<file path="config.mk">
export PLATFORM = sky130hd
export DESIGN_NAME = sprite_dma
export DESIGN_NICKNAME = d
export VERILOG_FILES = /design/src/rtl/sprite_dma_pkg.sv /design/src/rtl/sprite_dma_addr_cnt.sv /design/src/rtl/sprite_dma.sv
export SDC_FILE = /design/constraint.sdc
export NUM_CORES = 1
export LEC_CHECK = 0
export ABC_CLOCK_PERIOD_IN_PS = 1500
export CAP_MARGIN = 25
export CORE_MARGIN = 4
export CORE_UTILIZATION = 27
export DETAILED_ROUTE_END_ITERATION = 12
export HOLD_SLACK_MARGIN = 0.08
export PLACE_DENSITY = 0.54
export SLEW_MARGIN = 20
export SYNTH_ARGS = -nofsm -noshare
export SYNTH_HDL_FRONTEND = slang
export SYNTH_SLANG_ARGS = --single-unit
export TNS_END_PERCENT = 1
</file>
<file path="constraint.sdc">
create_clock -name CLK -period 1.5 [get_ports CLK]
set_input_delay 0.375 -clock CLK [delete_from_list [all_inputs] [get_ports CLK]]
set_output_delay 0.375 -clock CLK [all_outputs]
set_load 0.01 [all_outputs]
</file>
<file path="src/rtl/sprite_dma_pkg.sv">
// Shared state encoding and bus constants for the sprite DMA engine.
// The optional ALIGN phase is enabled by defining SPRITE_DMA_ALIGN_EN.
package sprite_dma_pkg;

  typedef enum logic [2:0] {
    ST_IDLE  = 3'd0,
    ST_HALT  = 3'd1,
    ST_ALIGN = 3'd2,
    ST_READ  = 3'd3,
    ST_WRITE = 3'd4
  } dma_state_t;

  localparam logic [15:0] OAMDATA_ADDR = 16'h2004;
  localparam int          DMA_LEN      = 256;
  localparam logic [7:0]  LAST_CNT     = 8'(DMA_LEN - 1);

endpackage

</file>
<file path="src/rtl/sprite_dma_addr_cnt.sv">
// Page/byte-counter registers and DMA bus address mux for sprite_dma.
// Raises o_last while the counter points at the final byte of the page.
module sprite_dma_addr_cnt
  import sprite_dma_pkg::*;
(
  input  logic        CLK,
  input  logic        n_RES,
  input  logic        i_load,
  input  logic [7:0]  i_page,
  input  logic        i_inc,
  input  logic        i_rd_sel,
  input  logic        i_wr_sel,
  output logic [15:0] o_addr,
  output logic        o_last
);

  logic [7:0] r_page;
  logic [7:0] r_cnt;

  always_ff @(posedge CLK) begin
    if (!n_RES) begin
      r_page <= 8'h00;
      r_cnt  <= 8'h00;
    end else if (i_load) begin
      r_page <= i_page;
      r_cnt  <= 8'h00;
    end else if (i_inc) begin
      r_cnt  <= r_cnt + 8'd1;
    end
  end

  assign o_last = (r_cnt == LAST_CNT);

  always_comb begin
    o_addr = 16'h0000;
    if (i_rd_sel)
      o_addr = {r_page, r_cnt};
    else if (i_wr_sel)
      o_addr = OAMDATA_ADDR;
  end

endmodule

</file>
<file path="src/rtl/sprite_dma.sv">
// OAM sprite DMA: halts the CPU and copies one 256-byte page to $2004.
// Define SPRITE_DMA_ALIGN_EN to insert an ALIGN cycle so READs land on get phases.
module sprite_dma
  import sprite_dma_pkg::*;
(
  input  logic        CLK,
  input  logic        n_RES,
  input  logic        W4014,
  input  logic        RnW_cpu,
  input  logic [7:0]  DB_in,
  output logic        RDY,
  output logic        DMA_ACTIVE,
  output logic [15:0] ADDR,
  output logic        RnW,
  output logic [7:0]  DB_out,
  output logic        DONE
);

`ifdef SPRITE_DMA_ALIGN_EN
  localparam bit ALIGN_EN = 1'b1;
`else
  localparam bit ALIGN_EN = 1'b0;
`endif

  dma_state_t r_state;
  dma_state_t w_next_state;
  logic       r_phase;
  logic [7:0] r_buf;
  logic       r_done;
  logic       w_load;
  logic       w_inc;
  logic       w_rd_sel;
  logic       w_wr_sel;
  logic       w_last;

  sprite_dma_addr_cnt u_addr_cnt (
    .CLK      (CLK),
    .n_RES    (n_RES),
    .i_load   (w_load),
    .i_page   (DB_in),
    .i_inc    (w_inc),
    .i_rd_sel (w_rd_sel),
    .i_wr_sel (w_wr_sel),
    .o_addr   (ADDR),
    .o_last   (w_last)
  );

  always_ff @(posedge CLK) begin
    if (!n_RES)
      r_state <= ST_IDLE;
    else
      r_state <= w_next_state;
  end

  always_ff @(posedge CLK) begin
    if (!n_RES) begin
      r_phase <= 1'b0;
      r_buf   <= 8'h00;
      r_done  <= 1'b0;
    end else begin
      r_phase <= ~r_phase;
      r_done  <= (r_state == ST_WRITE) && w_last;
      if (r_state == ST_READ)
        r_buf <= DB_in;
    end
  end

  // r_phase==0 now means the following cycle is a put phase, too late for a READ.
  always_comb begin
    w_next_state = r_state;
    case (r_state)
      ST_IDLE:  if (W4014) w_next_state = ST_HALT;
      ST_HALT:  if (RnW_cpu) w_next_state = (ALIGN_EN && !r_phase) ? ST_ALIGN : ST_READ;
      ST_ALIGN: w_next_state = ST_READ;
      ST_READ:  w_next_state = ST_WRITE;
      ST_WRITE: w_next_state = w_last ? ST_IDLE : ST_READ;
      default:  w_next_state = ST_IDLE;
    endcase
  end

  always_comb begin
    RDY        = 1'b1;
    DMA_ACTIVE = 1'b0;
    RnW        = 1'b1;
    DB_out     = 8'h00;
    w_load     = 1'b0;
    w_inc      = 1'b0;
    w_rd_sel   = 1'b0;
    w_wr_sel   = 1'b0;
    case (r_state)
      ST_IDLE:  w_load = W4014;
      ST_HALT,
      ST_ALIGN: RDY = 1'b0;
      ST_READ: begin
        RDY        = 1'b0;
        DMA_ACTIVE = 1'b1;
        w_rd_sel   = 1'b1;
      end
      ST_WRITE: begin
        RDY        = 1'b0;
        DMA_ACTIVE = 1'b1;
        RnW        = 1'b0;
        DB_out     = r_buf;
        w_wr_sel   = 1'b1;
        w_inc      = 1'b1;
      end
      default: RDY = 1'b1;
    endcase
  end

  assign DONE = r_done;

endmodule

</file>
==> results.yml <==
detailed_routing:
  drc_errors: 0
  antenna_left: 0
  vias: 1306
  wl_um: 3480
  first_pass_iters: 4
  wl_met2_um: 1670
  wirelength_met1_um: 1640
  drt_iter0_markers: 50
  post_drt_wl_per_cell_um: 11.8
  dr.max_layer_used: "met4"
  met3_length_um: 138
  viasPerCell: 4.43
min_path:
  hold_class: "reg2reg"
  holdPathEnd: "u_addr_cnt.r_page[1]"
  hold_start: "u_addr_cnt.r_page[1]"
  hold_path_depth: 2
clock_network:
  cts_buffer_depth: 2
  tritoncts: "done"
  cts.clk_slew.worst_paths_ns: 0.10
  clk_root_buffer_cell: "clkbuf_8"
  cts_sinks: 28
  worstSkewPairLatency_ns: 0.28
  cts_buffers: 3
  cts_max_level: 1
yosys:
  async_flop_share_pct: 0
  synthCells: 168
  ys_types: 29
  synth_top_flop_cell: "dfxtp_1"
  ys_ff_latch: 28
  postSynthAreaPerCell_um2: 8.09
  yosysWarningCount: 0
  syn_nets: 181
  synth_edf_count: 0
  netlist_area_mm2: 0.00136
  synth_seq_area_share_pct: 41.3
placed_design:
  gp_congestion: 0.795
  port-buffer-count: 39
  dp_hpwl_um: 2640
grt:
  gr-total-overflow: 0
  grt_pass1_vias: 1281
  antenna_found_initial: 0
  grt_start_max_net_pins: 17
  grt_pass1_wl_um: 6080
  grt_util_all_layers_pct: 12.0
power_and_ir_drop:
  p_leak_nw: 0.895
  ir_worst_vdd_uv: 360
  p_per_area_mw_per_mm2: 812
sta:
  post-route-period-util_pct: 117
  max_freq_mhz: 571
  tightest_slew_ns: 0.206
  maxSlewViolCount: 0
  maxSlewHeadroom_pct: 86.2
  skew_ns: 0.00867
  worst_hold_slack_ns: 0.456
  period_needed_ns: 1.75
  setup_violations: 27
  hold_viol: 0
  worst_slack_ns: -0.252
  rsz0062_at_grt: "yes"
setup_path:
  path_max_fanout: 8
  worstSetupPathType: "reg2out"
  rrSetupSlack_ns: 0
  crit_path_end_kind: "primary output"
  start_kind: "flip-flop"
  critPathArrivalTime_ns: 1.38
  r2r_cells: 6
  timing.rr.start: "r_state[1]"
  critPathRequiredTime_ns: 1.12
  r2r-end: "u_addr_cnt.r_cnt[5]"
final_layout:
  fill_cells: 493
  area_delta_synth_final_pct: 56.5
  diodes: 0
  drive_above_1_share_pct: 38.2
  nets: 242
  final_util_pct: 44.4
outcome:
  failed_checks: "negative setup slack"
  status: "finished, violations left"
die:
  core_mm2: 0.00479
  rows: 25
  die_w_um: 78.9
  die_h_um: 78.9
  io_pins: 40
  dieArea_mm2: 0.00623
  initial_utilization_pct: 28.4
flow_run:
  drv_cap: 0
## power by group
part / internal [W] / switching, W
combinational: 0.000174 / 0.000148
sequential: 0.000781 / 0.0000239
clock: 0.000357 / 0.000241
## per-layer routing
metal / vias to the layer above / GRT usage, %
li1: 688 / -
met1: 594 / 16.1
met2: 22 / 19.9
met3: 2 / 1.81
met4: 0 / 3.61
met5: - / 0
## state kept, by name (all words and copies together), names as in the netlist
signal             count
u_addr_cnt.r_cnt       8
DONE                   1
r_buf                  8
r_state                3
u_addr_cnt.r_page      8
## worst max-delay path, stage by stage, from the launching register on
cell	delay [ns]
dfxtp_4	0.37
and3b_2	0.23
buf_6	0.14
buf_6	0.11
and2_4	0.15
buf_6	0.11
## per-stage QoR
step           cells  setup TNS, ns  total power (W)  setup WS [ns]  instance area, µm²
2_1_floorplan    168              0         0.000975        0.00275                1380
3_3_place_gp     287         -12.32          0.00111         -0.319                1970
3_5_place_dp     287         -12.48          0.00111         -0.320                1970
4_1_cts          294          -4.32          0.00172         -0.253                2040
5_1_grt          295          -6.50          0.00181         -0.301                2130
6_report         295          -4.18          0.00173         -0.252                2130
## cell type report
class / instances / area (µm²) / area share, %
multi-input combinational: 127 / 790 / 37.1
timing repair buffer: 67 / 598 / 28.1
sequential: 28 / 572 / 26.9
tap: 67 / 83.8 / 3.94
clock buffer: 3 / 41.3 / 1.94
clock inverter: 1 / 30.0 / 1.41
inverter: 2 / 12.5 / 0.588
## kinds of logic (layout without fill, tap and decap cells)
family | count (synthesis) | count (layout) | synth area share (%)
XOR/XNOR | 2 | 2 | 1.29
adder cells (fa/ha/maj) | 1 | 1 | 0.921
flip-flops | 28 | 28 | 41.3
buffers and inverters | 13 | 73 | 4.42
AND/OR/NAND/NOR | 86 | 86 | 33.4
AO/OA/AOI/OAI | 37 | 37 | 17.9
multiplexers | 1 | 1 | 0.829
## cells in the mapped netlist (2+ instances only)
master / count / area [µm²]
nand2_1: 43 / 161
dfxtp_1: 28 / 561
and2_1: 23 / 144
a21boi_0: 16 / 120
a21oi_1: 10 / 50.1
clkbuf_1: 7 / 26.3
o21ai_0: 5 / 25.0
o31ai_1: 4 / 30.0
or4_1: 4 / 30.0
buf_2: 3 / 15.0
nand3_1: 3 / 15.0
or3_1: 3 / 18.8
nand4_1: 2 / 12.5
nor2_1: 2 / 7.51
## worst max path at each step
stage          startpoint                  end  slack, ns  depth (start not counted)
6_report       r_state[0]              ADDR[0]      -0.25                          5
3_5_place_dp   r_state[0]              ADDR[0]      -0.32                          4
2_1_floorplan  r_state[1]              ADDR[0]      0.003                          5
4_1_cts        r_state[1]              ADDR[0]      -0.25                          5
5_1_grt        r_state[0]              ADDR[0]      -0.30                          5
3_3_place_gp        W4014  u_addr_cnt.r_cnt[3]      -0.32                          4
## cell usage in the layout (no fill, tap or decap), types with 2 or more instances in the layout
cell | netlist | routed
nand2_2 | 0 | 3
buf_2 | 3 | 13
and2_1 | 23 | 12
a21boi_0 | 16 | 9
a21oi_1 | 10 | 9
o31ai_1 | 4 | 4
or4_1 | 4 | 4
clkdlybuf4s50_1 | 0 | 11
or3_1 | 3 | 3
dfxtp_2 | 0 | 3
and2_4 | 0 | 11
a21boi_1 | 0 | 7
buf_4 | 0 | 19
nand4_1 | 2 | 2
nand3_1 | 3 | 3
dfxtp_4 | 0 | 2
nand2_1 | 43 | 40
dfxtp_1 | 28 | 23
clkbuf_8 | 0 | 3
buf_6 | 1 | 22
o21ai_0 | 5 | 5
## timing repair
| action | 4_1_cts | 5_1_grt |
|---|---|---|
| hold buffers | 0 | 0 |
| setup endpoints to repair | 43 | 42 |
| pin swaps | 23 | 8 |
| buffers inserted | 3 | 1 |
| gates resized for setup | 139 | 27 |
Note: power is estimated with default switching activity, not from simulation.
==> patch 1 (config.mk and constraints unchanged) <==
The option `SPRITE_DMA_ALIGN_EN` is turned on by a define.
--- a/src/rtl/sprite_dma.sv
+++ b/src/rtl/sprite_dma.sv
@@ -1,4 +1,6 @@
 // OAM sprite DMA: halts the CPU and copies one 256-byte page to $2004.
 // Define SPRITE_DMA_ALIGN_EN to insert an ALIGN cycle so READs land on get phases.
+`define SPRITE_DMA_ALIGN_EN
+
 module sprite_dma
   import sprite_dma_pkg::*;
Formal check against the unedited RTL: not equivalent (Yosys sat finds a counterexample within 4 cycles, from zero or initial values).
==> patch 1 against the unedited design <==
Utilization fell by 0.35 points; the flow still finishes with violations (negative setup slack); synthesized area is 5.2% higher; sequential cell count rose by 1; worst setup slack gained 0.080 ns; design area rose by 5.9%; clock power rose by 18%; wire length grew 2.1%; count of clock-buffer cells in the layout rose by 4; power up 20%.
==> patch 1: results (changes against the unedited design) <==
| Metric | Value |
|---|---|
| Status | `finished with violations` |
| Failing checks | `negative setup slack` |
| Pleak | `1.00 nW (+12%)` |
| Vias per cell | `4.19 (-5.4%)` |
| H-tree levels | `2 (+1)` |
| Nets@finish | `252 (+4.1%)` |
| Top cells by count, synth | `46 x nand2_1, 29 x dfxtp_1, 23 x and2_1` |
| Rel. slew slack | `79.5% (-6.6 points)` |
| Layout cell share with drive strength beyond 1 | `38.8% (+0.59 points)` |
| VDD IR max | `423 uV (+18%)` |
| Multiplexer area fraction after synthesis | `0.701% (-0.13 points)` |
| Setup-failing EPs final | `27 (unchanged)` |
| Fillcell total | `537 (+8.9%)` |
| R2R cell count | `7 (+1)` |
| Syn_area_per_cell | `8.31 um^2 (+2.7%)` |
| Worst Skew | `0.00584 ns (-0.00282 ns)` |
| Post-synthesis sequential area ratio | `40.6% (-0.62 points)` |
| Final WL | `3550 um (+2.1%)` |
| Cells on Worst Hold Path | `1 (-1)` |
| CTS Buf Count | `5 (+2)` |
| Number of buffers on the longest clock path | `2 (unchanged)` |
| Adder-cell share of the synthesized area | `0.876% (-0.045 points)` |
| Overall routing resource usage | `11.5% (-0.48 points)` |
| Crit path max fanout | `7 (-1)` |
| Synth Area in Compound Gates | `11.8% (-6.0 points)` |
| Largest net degree at the start of global routing | `19 (+2)` |
| Synth Net Count | `185 (+2.2%)` |
| Post-Synth XOR/XNOR Area | `5.52% (+4.2 points)` |
| CP Data Arrival Time | `1.30 ns (-0.08 ns)` |
| Largest delay share family, worst path | `buffers and inverters` |
| Via count | `1298 (-0.61%)` |
| Setup TNS | `-3.14 ns (+1.03 ns)` |
| DP HPWL | `2580 um (-2.4%)` |
| First-pass GRT wire length | `5890 um (-3.2%)` |
| Cell Count Post-Placement | `297 (+3.5%)` |
| P_sw | `0.571 mW (+38%)` |
| Synth cell types | `33 (+14%)` |
| Pre-CTS setup slack | `-0.343 ns (-0.0236 ns)` |
| Synth top area cells | `dfxtp_1 41%, nand2_1 12%, and2_1 10%, a21boi_0 7.4%, xnor2_1 4.3%` |
| DR iter-0 viols | `31 (-38%)` |
| Final worst slack | `-0.172 ns (+0.0804 ns)` |
| Clock slew at reported path FFs | `0.07 ns (-0.03 ns)` |
-- patch 1: changes by cell type after synthesis, moves of 3 or more --
cell and change:
a21oi_1 -7, nor2_1 +7, xnor2_1 +6, o21ai_0 -4, o31ai_1 -4, or4_1 -4, nand2_1 +3, or3_1 -3
-- patch 1: logic make-up after synthesis --
group           Yosys count
mux                       1
simple gates             95
compound gates           24
fa+ha+maj                 1
flops                    29
xor+xnor                  9
buf+inv                  13
-- patch 1: through the flow --
stage	util, %	power (mW)	cell area (um^2)
after detailed placement	40.5	1.34	2070
after CTS	41.9	2.08	2140
after floorplan	-	1.13	1430
after global placement	40.5	1.34	2070
final	44.1	2.07	2250
after global routing	44.1	2.18	2250
-- patch 1: path summary, 6_finish.rpt --
check	start	end	slack [ns]
hold / removal	r_phase$_SDFF_PN0_	r_phase$_SDFF_PN0_	0.43
setup reg to reg	r_state[1]$_SDFFE_PN0P_	u_addr_cnt.r_cnt[6]$_SDFFE_PP0N_	0.03
hold reg to reg	r_phase$_SDFF_PN0_	r_phase$_SDFF_PN0_	0.43
setup / recovery	r_state[1]$_SDFFE_PN0P_	RnW	-0.17
-- patch 1: worst reg2reg max path, delay by kind of cell (launching register included) --
family | cells | cell delay (ns)
flops | 1 | 0.37
xor+xnor | 1 | 0.15
simple gates | 3 | 0.46
buf+inv | 3 | 0.38
-- patch 1: power groups by stage --
stage / clock (mW) / combinational, mW / sequential [mW]
after floorplan: 0 / 0.268 / 0.858
after CTS: 0.726 / 0.483 / 0.870
after global routing: 0.760 / 0.541 / 0.883
after detailed placement: 0 / 0.462 / 0.876
after global placement: 0 / 0.462 / 0.875
final: 0.705 / 0.490 / 0.874
-- patch 1: final cells by class --
class	count	area share, %
Multi-Input combinational cell	130	37.1
Clock inverter	1	0.222
Clock buffer	7	4.28
Sequential cell	29	26.3
Timing Repair Buffer	70	27.5
Tap cell	70	3.89
Inverter	3	0.722
-- patch 1: what timing repair did --
action / in CTS / in global routing
buffers inserted: 3 / 3
setup endpoints to repair: 29 / 31
cloned: 0 / 0
resized for setup: 131 / 24
pin swaps: 21 / 8
-- patch 1: metal layers --
metal	GRT usage, %	part of all wire [%]
met1	14.5	46
met2	19.0	49
met3	3.44	4.5
met4	3.55	0.68
met5	0	0
==> patch 2 (same settings) <==
Made on the original files. Re-encode `dma_state_t` (5 states) as Gray code, 3 bits wide.
--- a/src/rtl/sprite_dma_pkg.sv
+++ b/src/rtl/sprite_dma_pkg.sv
@@ -4,9 +4,9 @@
 
   typedef enum logic [2:0] {
-    ST_IDLE  = 3'd0,
-    ST_HALT  = 3'd1,
-    ST_ALIGN = 3'd2,
-    ST_READ  = 3'd3,
-    ST_WRITE = 3'd4
+    ST_IDLE  = 3'b000,
+    ST_HALT  = 3'b001,
+    ST_ALIGN = 3'b011,
+    ST_READ  = 3'b010,
+    ST_WRITE = 3'b110
   } dma_state_t;
 
Formal check against the unedited RTL: no difference found for any inputs over 10 cycles, from zero or initial values; not proved beyond that.
==> patch 2 against the unedited design <==
The run still ends with negative setup slack left; count of clock-buffer cells in the layout increased by 1; worst setup slack got worse by 0.074 ns; power fell by 11%; sequential power down 2%; synthesized area fell by 2.5%; die area decreased by 2.2%; wire length is 14% higher; design area is 1.9% higher; clock power down 19%; sequential cell count stayed put; global-route usage up 1.2 points; critical path type unchanged.
==> patch 2: results (changes against the unedited design) <==
| Metric | Value |
|---|---|
| Multiplexer area fraction after synthesis | `0.755% (-0.073 points)` |
| Number of global-route vias before repair | `1332 (+4.0%)` |
| Placed inst area | `0.00194 mm^2 (-1.6%)` |
| Synth Area in Compound Gates | `16.1% (-1.8 points)` |
| Worst Skew | `0.00546 ns (-0.00321 ns)` |
| Routed metal-1 wire length | `1830 um (+12%)` |
| Final WL | `3970 um (+14%)` |
| Cell Count Post-Placement | `284 (-1.0%)` |
| Layout cell share with drive strength beyond 1 | `41.4% (+3.2 points)` |
| R2R cell count | `7 (+1)` |
| Adder-cell share of the synthesized area | `0.944% (+0.023 points)` |
| DP HPWL | `2570 um (-2.7%)` |
| Top cells by count, synth | `38 x nand2_1, 28 x dfxtp_1, 21 x and2_1` |
| Global Route met3 Usage | `4.36% (+2.5 points)` |
| Synth top area cells | `dfxtp_1 42%, nand2_1 11%, and2_1 9.9%, a21boi_0 9.1%, a21oi_1 3.0%` |
| Overall routing resource usage | `13.2% (+1.2 points)` |
| Synth cell types | `30 (+3.4%)` |
| Syn_area_per_cell | `8.03 um^2 (-0.71%)` |
| M2 GR Usage | `22.3% (+2.5 points)` |
| Critical R2R Capture | `u_addr_cnt.r_cnt[5]$_SDFFE_PP0N_` |
| Post-Synth XOR/XNOR Area | `0.661% (-0.63 points)` |
| Reg2Reg Setup Slack | `-0.22 ns (-0.22 ns)` |
| Pleak | `0.925 nW (+3.3%)` |
| DR iter-0 viols | `39 (-22%)` |
| Met3 wire length | `266 um (+93%)` |
| Setup TNS | `-7.48 ns (-3.30 ns)` |
| Worst Setup EP | `ADDR[14]` |
| Met2 Wirelength | `1840 um (+9.9%)` |
| Slowest stage delay, CP | `0.38 ns` |
| CP Data Arrival Time | `1.45 ns (+0.07 ns)` |
| Setup-failing EPs final | `43 (+59%)` |
| Via count | `1363 (+4.4%)` |
| Reg2reg start | `r_state[0]$_SDFFE_PN0P_` |
| Rel. slew slack | `82.5% (-3.6 points)` |
| GPL Wtd Cong | `0.769 (-3.3%)` |
| Fin cells | `304 (+3.1%)` |
| VDD IR max | `568 uV (+58%)` |
| Failing checks | `negative setup slack` |
| Status | `finished with violations` |
| Crit path max fanout | `5 (-3)` |
| CP startpoint kind | `flop` |
| Largest delay share family, worst path | `buffers and inverters` |
| Post-synthesis sequential area ratio | `42.3% (+1.1 points)` |
| Met1 GRT Util | `16.1% (+0.047 points)` |
| Nets@finish | `251 (+3.7%)` |
| Pre-CTS setup slack | `-0.387 ns (-0.0677 ns)` |
| Largest net degree at the start of global routing | `18 (+1)` |
| Final worst slack | `-0.326 ns (-0.0741 ns)` |
patch 2: cell count changes in the layout (fill, tap and decap cells not counted), sizes merged, moves of 2 or more:
cell,delta
buf,+10
nor2,+6
inv,+5
nand2,-5
a21oi,-2
and2,-2
o21ai,-2
patch 2: cell type report:
| cell class | instances | area (um^2) |
|---|---|---|
| fill | 481 | 2550 |
| multi-input combinational | 121 | 769 |
| timing repair buffer | 77 | 662 |
| sequential | 28 | 572 |
| tap | 67 | 83.8 |
| clock buffer | 4 | 55.1 |
| inverter | 7 | 26.3 |
patch 2: repair_timing:
| item | CTS | global route |
|---|---|---|
| setup endpoints to repair | 43 | 49 |
| gates cloned | 2 | 0 |
| resized for setup | 152 | 20 |
| pin swaps | 20 | 4 |
| setup buffers | 13 | 1 |
patch 2: worst min path at each step:
stage	from	endpoint	slack (ns)	cells after the start
finish	u_addr_cnt.r_page[4]$_SDFFE_PN0P_	u_addr_cnt.r_page[4]$_SDFFE_PN0P_	0.45	2
global route	u_addr_cnt.r_page[4]$_SDFFE_PN0P_	u_addr_cnt.r_page[4]$_SDFFE_PN0P_	0.47	2
CTS	u_addr_cnt.r_page[4]$_SDFFE_PN0P_	u_addr_cnt.r_page[4]$_SDFFE_PN0P_	0.46	2
detailed placement	u_addr_cnt.r_page[7]$_SDFFE_PN0P_	u_addr_cnt.r_page[7]$_SDFFE_PN0P_	0.45	2
global placement	r_buf[6]$_SDFFE_PN0P_	r_buf[6]$_SDFFE_PN0P_	0.45	2
floorplan	r_buf[0]$_SDFFE_PN0P_	r_buf[0]$_SDFFE_PN0P_	0.44	2
patch 2: report_power, final:
part | internal, mW | switching [mW]
combinational | 0.149 | 0.114
clock | 0.236 | 0.252
sequential | 0.770 | 0.0200
